### src/rtl/adder_share_arbiter.sv
// Round-robin arbiter sharing one external combinational adder among NUM_REQ requesters.
// Define ADD_SHARE_SAT_EN to saturate rsp_sum to all ones when the adder carries out.
module adder_share_arbiter #(
  parameter int unsigned NUM_REQ = 4,
  parameter int unsigned ADD_BIT = 4
) (
  input  logic                       clk,
  input  logic                       reset,
  input  logic [NUM_REQ-1:0]         req_valid,
  output logic [NUM_REQ-1:0]         req_ready,
  input  logic [NUM_REQ*ADD_BIT-1:0] req_a,
  input  logic [NUM_REQ*ADD_BIT-1:0] req_b,
  output logic [NUM_REQ-1:0]         rsp_valid,
  input  logic [NUM_REQ-1:0]         rsp_ready,
  output logic [ADD_BIT-1:0]         rsp_sum,
  output logic                       rsp_carry,
  output logic [ADD_BIT-1:0]         add_a,
  output logic [ADD_BIT-1:0]         add_b,
  input  logic [ADD_BIT-1:0]         add_sum,
  input  logic                       add_carry,
  output logic                       busy
);

  localparam int unsigned PTR_W = (NUM_REQ > 1) ? $clog2(NUM_REQ) : 1;

  typedef enum logic [1:0] {S_IDLE, S_EXEC, S_RESP} state_e;

  state_e               state_q, state_d;
  logic [PTR_W-1:0]     ptr_q, ptr_d;
  logic [PTR_W-1:0]     gnt_q, gnt_d;
  logic [ADD_BIT-1:0]   add_a_q, add_a_d;
  logic [ADD_BIT-1:0]   add_b_q, add_b_d;
  logic [ADD_BIT-1:0]   sum_q, sum_d;
  logic                 carry_q, carry_d;
  logic [NUM_REQ-1:0]   rsp_valid_q, rsp_valid_d;
  logic                 busy_q, busy_d;

  logic [ADD_BIT-1:0]   a_lane [NUM_REQ];
  logic [ADD_BIT-1:0]   b_lane [NUM_REQ];
  logic                 found;
  logic [PTR_W-1:0]     winner;
  logic [NUM_REQ-1:0]   grant;
  int unsigned          idx;

  for (genvar i = 0; i < NUM_REQ; i++) begin : g_lane
    assign a_lane[i] = req_a[i*ADD_BIT +: ADD_BIT];
    assign b_lane[i] = req_b[i*ADD_BIT +: ADD_BIT];
  end

  // Round-robin search starting just above the last winner.
  always_comb begin
    found  = 1'b0;
    winner = ptr_q;
    idx    = 0;
    for (int unsigned k = 1; k <= NUM_REQ; k++) begin
      idx = (32'(ptr_q) + k) % NUM_REQ;
      if (!found && req_valid[PTR_W'(idx)]) begin
        found  = 1'b1;
        winner = PTR_W'(idx);
      end
    end
  end

  always_comb begin
    state_d     = state_q;
    ptr_d       = ptr_q;
    gnt_d       = gnt_q;
    add_a_d     = add_a_q;
    add_b_d     = add_b_q;
    sum_d       = sum_q;
    carry_d     = carry_q;
    rsp_valid_d = rsp_valid_q;
    busy_d      = busy_q;
    grant       = '0;
    case (state_q)
      S_IDLE: begin
        if (found) begin
          grant   = NUM_REQ'(1) << winner;
          add_a_d = a_lane[winner];
          add_b_d = b_lane[winner];
          gnt_d   = winner;
          ptr_d   = winner;
          busy_d  = 1'b1;
          state_d = S_EXEC;
        end
      end
      S_EXEC: begin
        add_a_d     = '0;
        add_b_d     = '0;
        carry_d     = add_carry;
`ifdef ADD_SHARE_SAT_EN
        sum_d       = add_carry ? '1 : add_sum;
`else
        sum_d       = add_sum;
`endif
        rsp_valid_d = NUM_REQ'(1) << gnt_q;
        state_d     = S_RESP;
      end
      S_RESP: begin
        if (rsp_ready[gnt_q]) begin
          rsp_valid_d = '0;
          busy_d      = 1'b0;
          state_d     = S_IDLE;
        end
      end
      default: state_d = S_IDLE;
    endcase
  end

  always_ff @(posedge clk) begin
    if (reset) begin
      state_q     <= S_IDLE;
      ptr_q       <= PTR_W'(NUM_REQ - 1);
      gnt_q       <= '0;
      add_a_q     <= '0;
      add_b_q     <= '0;
      sum_q       <= '0;
      carry_q     <= 1'b0;
      rsp_valid_q <= '0;
      busy_q      <= 1'b0;
    end else begin
      state_q     <= state_d;
      ptr_q       <= ptr_d;
      gnt_q       <= gnt_d;
      add_a_q     <= add_a_d;
      add_b_q     <= add_b_d;
      sum_q       <= sum_d;
      carry_q     <= carry_d;
      rsp_valid_q <= rsp_valid_d;
      busy_q      <= busy_d;
    end
  end

  // The grant is combinational so a requester sees acceptance in its request cycle.
  assign req_ready = reset ? '0 : grant;
  assign rsp_valid = rsp_valid_q;
  assign rsp_sum   = sum_q;
  assign rsp_carry = carry_q;
  assign add_a     = add_a_q;
  assign add_b     = add_b_q;
  assign busy      = busy_q;

endmodule
### config.mk
export PLATFORM = sky130hd
export DESIGN_NAME = adder_share_arbiter
export DESIGN_NICKNAME = d
export VERILOG_FILES = /design/src/rtl/adder_share_arbiter.sv
export SDC_FILE = /design/constraint.sdc
export NUM_CORES = 1
export LEC_CHECK = 0
export CAP_MARGIN = 25
export CELL_PAD_IN_SITES_DETAIL_PLACEMENT = 1
export CELL_PAD_IN_SITES_GLOBAL_PLACEMENT = 1
export CORE_UTILIZATION = 27
export DETAILED_ROUTE_END_ITERATION = 6
export PLACE_DENSITY_LB_ADDON = 0.1
export SLEW_MARGIN = 40
export SYNTH_ARGS = -nofsm -noshare
export SYNTH_HDL_FRONTEND = slang
export SYNTH_SLANG_ARGS = --single-unit
### constraint.sdc
create_clock -name clk -period 1.9 [get_ports clk]
set_clock_uncertainty 0.15 [all_clocks]
set_input_delay 0.19 -clock clk [delete_from_list [all_inputs] [get_ports clk]]
set_output_delay 0.19 -clock clk [all_outputs]
set_load 0.01 [all_outputs]
* Word-level counts from Yosys, hierarchy flattened *
Cells that the tools add are included.

storage, ports and cells
  register bits after elaboration = 24
  bits of input ports = 47
  output and inout port bits = 22

cells by class
  equality and inequality tests = 4
  bitwise gates (word level) = 1
  $lt $le $gt $ge = 6
  mux-type cells = 39
  shift operators = 2
  reductions and logical operators = 15
  $add $sub $neg = 4

operators by type and width
  cell                                                                           number
  4-bit two-way mux                                                              10
  4-bit case mux with 2 select lines                                             3
  4-bit binary-select mux with 2-bit select                                      2
  2-bit by 3-bit less-than comparator with 1-bit output (second input constant)  5
  2-bit two-way mux                                                              6
  1-bit two-way mux                                                              11
  1-bit binary-select mux with 2-bit select                                      5
  2-bit AND reduction                                                            4
  1-bit by 2-bit << shifter with 4-bit output (first input constant)             2
  2-bit case mux with 3 select lines                                             1
  2-bit nonzero test                                                             3
  2-bit by 1-bit adder with 2-bit output (second input constant)                 2
  2-bit adder (second input constant)                                            2
  2-bit != test (second input constant)                                          2
  3-bit greater-or-equal comparator (second input constant)                      1
  1-bit logical AND                                                              3
  1-bit logical NOT                                                              3
  2-bit NOT with 3-bit output                                                    1
  3-bit AND reduction                                                            1
  2-bit by 1-bit equality test with 1-bit output (second input constant)         1
  2-bit equality test (second input constant)                                    1
  2-bit logical NOT                                                              1
  1-bit case mux with 2 select lines                                             1

* Depth between registers and ports, before layout *
Gate-level depths: netlist of run 1.

  depth after elaboration = 19
  mapped depth = 7
  gate-level depth less buffers = 5

* Worst setup path before layout of run 1 *
No wires, ideal clock.

  path type = flip-flop to output port
  start point = reg state_q[1]
  end point = out req_ready[2]
  path slack = 260 ps
  cell stages (with the launch flop) = 5
  buffers on the path = 1
  data required time = 1560 ps
  arrival = 1300 ps
  cells stage by stage = dfxtp_1 or3_4 a211o_1 buf_6 nor2_1

between the ends
  word-level cells in the longest chain between the ends = 3

RTL lines
  item                      RTL line  text
  start: declaration        28        state_e state_q, state_d;
  start signal: assignment  122       state_q <= state_d;
  2-bit logical NOT         75        case (state_q)
  4-bit two-way mux         75
  4-bit two-way mux         135       assign req_ready = reset ? '0 : grant;
  end: declaration          10        output logic [NUM_REQ-1:0] req_ready,

No other way between the ends.

* Final worst setup path of run 1 *
  start point = reg state_q[0]
  end point = out req_ready[2]

The elaborated chain is that of the path after synthesis.

==> results of run 1 <==
## state kept, by name, indices dropped and copies added, names as in the netlist
signal	cells
busy	1
state_q	2
rsp_valid	4
gnt_q	2
rsp_sum	4
add_b	4
rsp_carry	1
ptr_q	2
add_a	4
## final cells by class
cell class	count	area, µm²	share of cell area (%)
Clock inverter	1	30.0	1.33
Multi-Input combinational cell	121	764	33.9
Tap cell	52	65.1	2.88
Timing Repair Buffer	95	862	38.2
Inverter	3	11.3	0.499
Clock buffer	3	41.3	1.83
Sequential cell	24	484	21.4
## synth_stat cells (2+ instances only)
cell type	n	share of area [%]
nor2b_1	3	1.5
o211ai_1	9	5.2
a21oi_1	11	4.3
mux2i_1	8	6.2
nand2b_1	4	1.9
a22oi_1	2	1.2
clkbuf_1	3	0.87
nand4_1	8	3.9
buf_6	3	2.6
a32oi_1	2	1.4
nor3_1	2	0.78
inv_1	3	0.87
a21o_1	9	5.2
dfxtp_1	24	37
nor2_1	18	5.2
o31ai_1	8	4.7
nand2_1	24	7.0
## cell families (layout without fill, tap and decap cells)
| group | after synthesis | in the layout |
|---|---|---|
| simple gates | 65 | 65 |
| flops | 24 | 24 |
| buf+inv | 11 | 102 |
| mux | 9 | 9 |
| compound gates | 47 | 47 |
## metal layers
| layer | global-route usage [%] | vias up | part of all wire [%] |
|---|---|---|---|
| met4 | 3.33 | 0 | 0.85 |
| met2 | 35.6 | 44 | 50 |
| met1 | 25.8 | 745 | 44 |
| li1 | - | 751 | - |
| met5 | 0 | - | 0 |
| met3 | 4.27 | 7 | 4.6 |
## final timing paths
path | start | to | slack, ps
hold reg to reg | rsp_sum[3]$_SDFFE_PP0P_ | rsp_sum[3]$_SDFFE_PP0P_ | 320
setup reg to reg | gnt_q[0]$_SDFFE_PP0P_ | rsp_valid[0]$_SDFFE_PP0P_ | 180
hold / removal | rsp_sum[3]$_SDFFE_PP0P_ | rsp_sum[3]$_SDFFE_PP0P_ | 320
setup / recovery | state_q[0]$_SDFFE_PP0P_ | req_ready[2] | 20
## per-stage QoR
stage	total power, W	cells	setup TNS (ps)	cell area, µm²
2_1_floorplan	0.000929	156	0	1290
3_3_place_gp	0.00126	294	-4420	2180
3_5_place_dp	0.00129	294	-5320	2180
4_1_cts	0.00174	298	0	2240
5_1_grt	0.00184	299	-130	2260
6_report	0.00175	299	0	2260
## tightest hold or removal path, stage by stage (launching register included)
cell and delay, ps:
dfxtp_1 320, nand2_1 50, a21oi_1 50
## power groups by stage
stage	Combinational [W]	Sequential, W	Clock, W
after CTS	0.000659	0.000620	0.000463
after global routing	0.000718	0.000630	0.000491
after global placement	0.000634	0.000624	0
after floorplan	0.000291	0.000638	0
final	0.000667	0.000622	0.000459
after detailed placement	0.000659	0.000629	0
## repair_timing
item                                    CTS  global route
resized for setup                        24             6
pin swaps                                 2             5
endpoints found under the hold margin     0             0
setup buffers                             0             1
endpoints found under the setup margin   12            13
==> impl_metrics.env, run 1 <==
export IMPL_outcome="finished with violations"
export IMPL_violations="design-rule violations"
export IMPL_crit_chain="or3_4, a211o_1, nor2_1, buf_2"
export IMPL_die_w_um=71.1
export IMPL_muxShareOfSynthArea_pct=7.95
export IMPL_grt_pass1_wl_mm=8.03
export IMPL_viasPerCell=5.17
export IMPL_area_delta_synth_final_pct=75.1
export IMPL_synthFlopType="dfxtp_1"
export IMPL_firstDrtPassIters=6
export IMPL_totalWireLength_mm=5.04
export IMPL_grt_pass1_vias=1649
export IMPL_grt_setup_unrepaired="true"
export IMPL_synthSimpleGateAreaFrac_pct=24.5
export IMPL_synth_compound_area_share_pct=25.2
export IMPL_first_iter_violations=74
export IMPL_drive_gt1_share_pct=19.0
export IMPL_final_common_cell="clkdlybuf4s50_1"
export IMPL_cts_num_sinks=24
export IMPL_antenna_found_initial=0
export IMPL_slew_headroom_pct=65.5
export IMPL_dieArea_um2=5060
export IMPL_period_minus_slack_ps=1880
export IMPL_period_share_pct=99.2
export IMPL_crit_fanout=3
export IMPL_cts_buffer_depth=2
export IMPL_cap_violations=0
export IMPL_async_reset_ff_share_pct=0
export IMPL_hp_class="reg2reg"
export IMPL_synth_top_family_by_area="compound AO/OA/AOI/OAI gates"
export IMPL_power_internal_w=0.00121
export IMPL_diodes=0
export IMPL_critPathRequiredTime_ps=1560
export IMPL_cts_hold_repair_buffers=0
export IMPL_die_h_um=71.1
export IMPL_swShare_pct=30.5
export IMPL_net_switching_power_w=0.000533
export IMPL_coreArea_um2=4470
export IMPL_track_usage_pct=20.2
export IMPL_combPwrFrac_pct=38.2
export IMPL_synth_seq_cells=24
export IMPL_tritoncts="built"
export IMPL_yosysWarnings=0
export IMPL_cts_made_buffers=3
export IMPL_clkLatencyLatePin_ps=260
export IMPL_final_cell_mix="clkdlybuf4s50_1, buf_4, nand2_1"
export IMPL_worstPathArrival_ps=1540
export IMPL_clockRootBuffer="clkbuf_8"
export IMPL_drc=2
export IMPL_pwr_share_clk_pct=26.2
export IMPL_irDropWorstVdd_mv=0.373
export IMPL_crit_cells=4
export IMPL_avgSynthCellArea_um2=8.27
export IMPL_h_tree_depth=1
export IMPL_grt_ovfl_total=0
export IMPL_postSynthCellCount=156
export IMPL_cp_start_kind="flip-flop"
export IMPL_vias=1547
export IMPL_critical_path_class="reg2out"
export IMPL_hold_ws_ps=318
export IMPL_whs_path_depth=2
export IMPL_synth_seq_area_share_pct=37.2
export IMPL_place_hpwl_mm=4.09
export IMPL_portBuffers=68
export IMPL_synth_edf_count=0
export IMPL_setup_viol=0
export IMPL_cp_slowest_cell="or3_4"
export IMPL_gp_congestion=0.881
export IMPL_pre_cts_ws_ps=-610
export IMPL_utilization_pct=50.5
export IMPL_p_per_area_nw_per_um2=774
export IMPL_ant_nets=0
export IMPL_slew_viol_final=0
export IMPL_path_buf_inv=1
export IMPL_seq_power_share_pct=35.6
export IMPL_crit_path_max_incr_delay_ps=410
export IMPL_final_setup_worst_slack_ps=15.3
export IMPL_initial_core_util_pct=28.8
export IMPL_std_cell_rows=24
export IMPL_final_hold_violation_count=0
export IMPL_io_pins=69
export IMPL_synth_adder_area_share_pct=0
export IMPL_fmax_ghz=0.531
export IMPL_cp_end_kind="primary output"
export IMPL_nNetsFinal=295
export IMPL_cts_reportedPaths_clkPinSlew_ps=80
export IMPL_reg2regPathDepth=4
export IMPL_synth_xor_area_share_pct=0
export IMPL_leakagePower_nw=0.912
export IMPL_grt_max_degree=17
export IMPL_worst_pin_slew_ps=513
export IMPL_syn_cell_area_um2=1290
export IMPL_syn_nets=203
export IMPL_wire_per_inst_um=16.9
export IMPL_fillCellCount=549
export IMPL_path_delay_family="simple AND/OR/NAND/NOR gates"
export IMPL_synth_distinct_cells=32
(Power assumes the default switching activity.)
==> inputs of run 2 (changes only) <==
--- a/constraint.sdc
+++ b/constraint.sdc
@@ -3,3 +3,3 @@
 set_input_delay 0.19 -clock clk [delete_from_list [all_inputs] [get_ports clk]]
 set_output_delay 0.19 -clock clk [all_outputs]
-set_load 0.01 [all_outputs]
+set_load 0.05 [all_outputs]
==> impl_metrics.env, run 2 (synthesized netlist as in run 1, its figures left out) <==
export IMPL_outcome="finished with violations"
export IMPL_violations="negative setup slack"
export IMPL_clockRootBuffer="clkbuf_8"
export IMPL_p_per_area_nw_per_um2=826
export IMPL_critical_path_class="reg2out"
export IMPL_drive_gt1_share_pct=21.5
export IMPL_grt_pass1_vias=1666
export IMPL_place_hpwl_mm=3.78
export IMPL_ff2ff_setup_slack_ps=110
export IMPL_cp_end_kind="primary output"
export IMPL_std_cell_rows=24
export IMPL_r2r_start="ptr_q[0]$_SDFFE_PP1P_"
export IMPL_vias=1546
export IMPL_crit_fanout=3
export IMPL_cts_made_buffers=3
export IMPL_cts_num_sinks=24
export IMPL_final_common_cell="clkdlybuf4s50_1"
export IMPL_slew_viol_final=0
export IMPL_startpoint="state_q[0]$_SDFFE_PP0P_"
export IMPL_nNetsFinal=294
export IMPL_wire_per_inst_um=16.7
export IMPL_gp_congestion=0.933
export IMPL_fmax_ghz=0.513
export IMPL_slew_headroom_pct=65.2
export IMPL_cts_buffer_depth=2
export IMPL_first_iter_violations=83
export IMPL_net_switching_power_w=0.000707
export IMPL_ant_nets=0
export IMPL_crit_chain="or3_4, a211o_4, nor2_4, buf_12"
export IMPL_coreArea_um2=4470
export IMPL_setup_viol=3
export IMPL_r2r_end="add_a[1]$_SDFFE_PP0P_"
export IMPL_final_cell_mix="clkdlybuf4s50_1, buf_4, nand2_1"
export IMPL_viasPerCell=5.19
export IMPL_hp_class="in2reg"
export IMPL_worstPathArrival_ps=1610
export IMPL_irDropWorstVdd_mv=0.509
export IMPL_swShare_pct=36.1
export IMPL_crit_path_end="req_ready[2]"
export IMPL_dpl_cell_area_um2=2200
export IMPL_leakagePower_nw=0.935
export IMPL_cts_reportedPaths_clkPinSlew_ps=90
export IMPL_h_tree_depth=1
export IMPL_portBuffers=68
export IMPL_dieArea_um2=5060
export IMPL_totalWireLength_mm=4.98
export IMPL_worst_pin_slew_ps=521
export IMPL_clkLatencyLatePin_ps=270
export IMPL_grt_max_degree=17
export IMPL_track_usage_pct=20.0
export IMPL_final_hold_violation_count=0
export IMPL_final_setup_worst_slack_ps=-48.4
export IMPL_period_share_pct=103
export IMPL_cts_hold_repair_buffers=0
export IMPL_diodes=0
export IMPL_io_pins=69
export IMPL_initial_core_util_pct=28.8
export IMPL_area_delta_synth_final_pct=84.1
export IMPL_reg2regPathDepth=7
export IMPL_seq_power_share_pct=31.9
export IMPL_cp_slowest_cell="or3_4"
export IMPL_die_w_um=71.1
export IMPL_tritoncts="built"
export IMPL_antenna_found_initial=0
export IMPL_grt_pass1_wl_mm=7.94
export IMPL_critPathRequiredTime_ps=1560
export IMPL_final_cell_area_um2=2370
export IMPL_combPwrFrac_pct=45.4
export IMPL_cap_violations=0
export IMPL_power_internal_w=0.00125
export IMPL_period_minus_slack_ps=1950
export IMPL_grt_setup_unrepaired="true"
export IMPL_firstDrtPassIters=6
export IMPL_pwr_share_clk_pct=22.7
export IMPL_die_h_um=71.1
export IMPL_cp_start_kind="flip-flop"
export IMPL_utilization_pct=53.1
export IMPL_drc=0
export IMPL_grt_ovfl_total=0
export IMPL_crit_path_max_incr_delay_ps=400
run 2: layout make-up:
cell class / instances / area (µm²)
fill: 513 / 2100
inverter: 3 / 11.3
tap: 52 / 65.1
clock buffer: 3 / 41.3
multi-input combinational: 121 / 822
timing repair buffer: 94 / 918
sequential: 24 / 487
clock inverter: 1 / 30.0
run 2: power groups by stage:
stage	combinational, W	clock, W	sequential (W)
finish	0.000890	0.000446	0.000625
global route	0.000946	0.000482	0.000633
CTS	0.000868	0.000456	0.000623
detailed placement	0.000828	0	0.000633
global placement	0.000811	0	0.000629
floorplan	0.000318	0	0.000776
run 2: worst max-delay path: cells and delay by family (launching register included):
kind / cells / cell delay [ps]
AO/OA/AOI/OAI: 1 / 320
AND/OR/NAND/NOR: 2 / 520
flip-flops: 1 / 350
buffers and inverters: 1 / 140
run 2: stage by stage:
stage	hold slack (ps)	instances	power (W)	setup TNS [ps]	setup slack (ps)
2_1_floorplan	176	156	0.00109	-456	-228
3_3_place_gp	291	291	0.00144	-2100	-217
3_5_place_dp	309	291	0.00146	-2530	-247
4_1_cts	308	298	0.00195	-194	-107
5_1_grt	335	298	0.00206	-307	-97.0
6_report	312	298	0.00196	-97.8	-48.4
run 2: how the worst min path moves through the flow:
stage                                  startpoint                 endpoint  slack [ps]  depth (start not counted)
after floorplan                         add_carry   rsp_carry$_SDFFE_PP0P_         180                          2
after global placement    rsp_sum[1]$_SDFFE_PP0P_  rsp_sum[1]$_SDFFE_PP0P_         290                          2
after detailed placement  rsp_sum[0]$_SDFFE_PP0P_  rsp_sum[0]$_SDFFE_PP0P_         310                          2
after CTS                              add_sum[3]  rsp_sum[3]$_SDFFE_PP0P_         310                          3
after global routing                    add_carry   rsp_carry$_SDFFE_PP0P_         340                          3
final                                  add_sum[3]  rsp_sum[3]$_SDFFE_PP0P_         310                          3
run 2: routing by layer:
layer	GRT usage (%)	wire, µm	vias up
met3	3.28	181	10
met5	0	0	-
met4	5.33	91	0
met1	25.7	2200	739
met2	34.8	2510	50
li1	-	-	747
run 2: what timing repair did:
item	in CTS	in global routing
endpoints found under the setup margin	4	13
buffers inserted	3	0
resized for setup	19	7
pin swaps	4	3
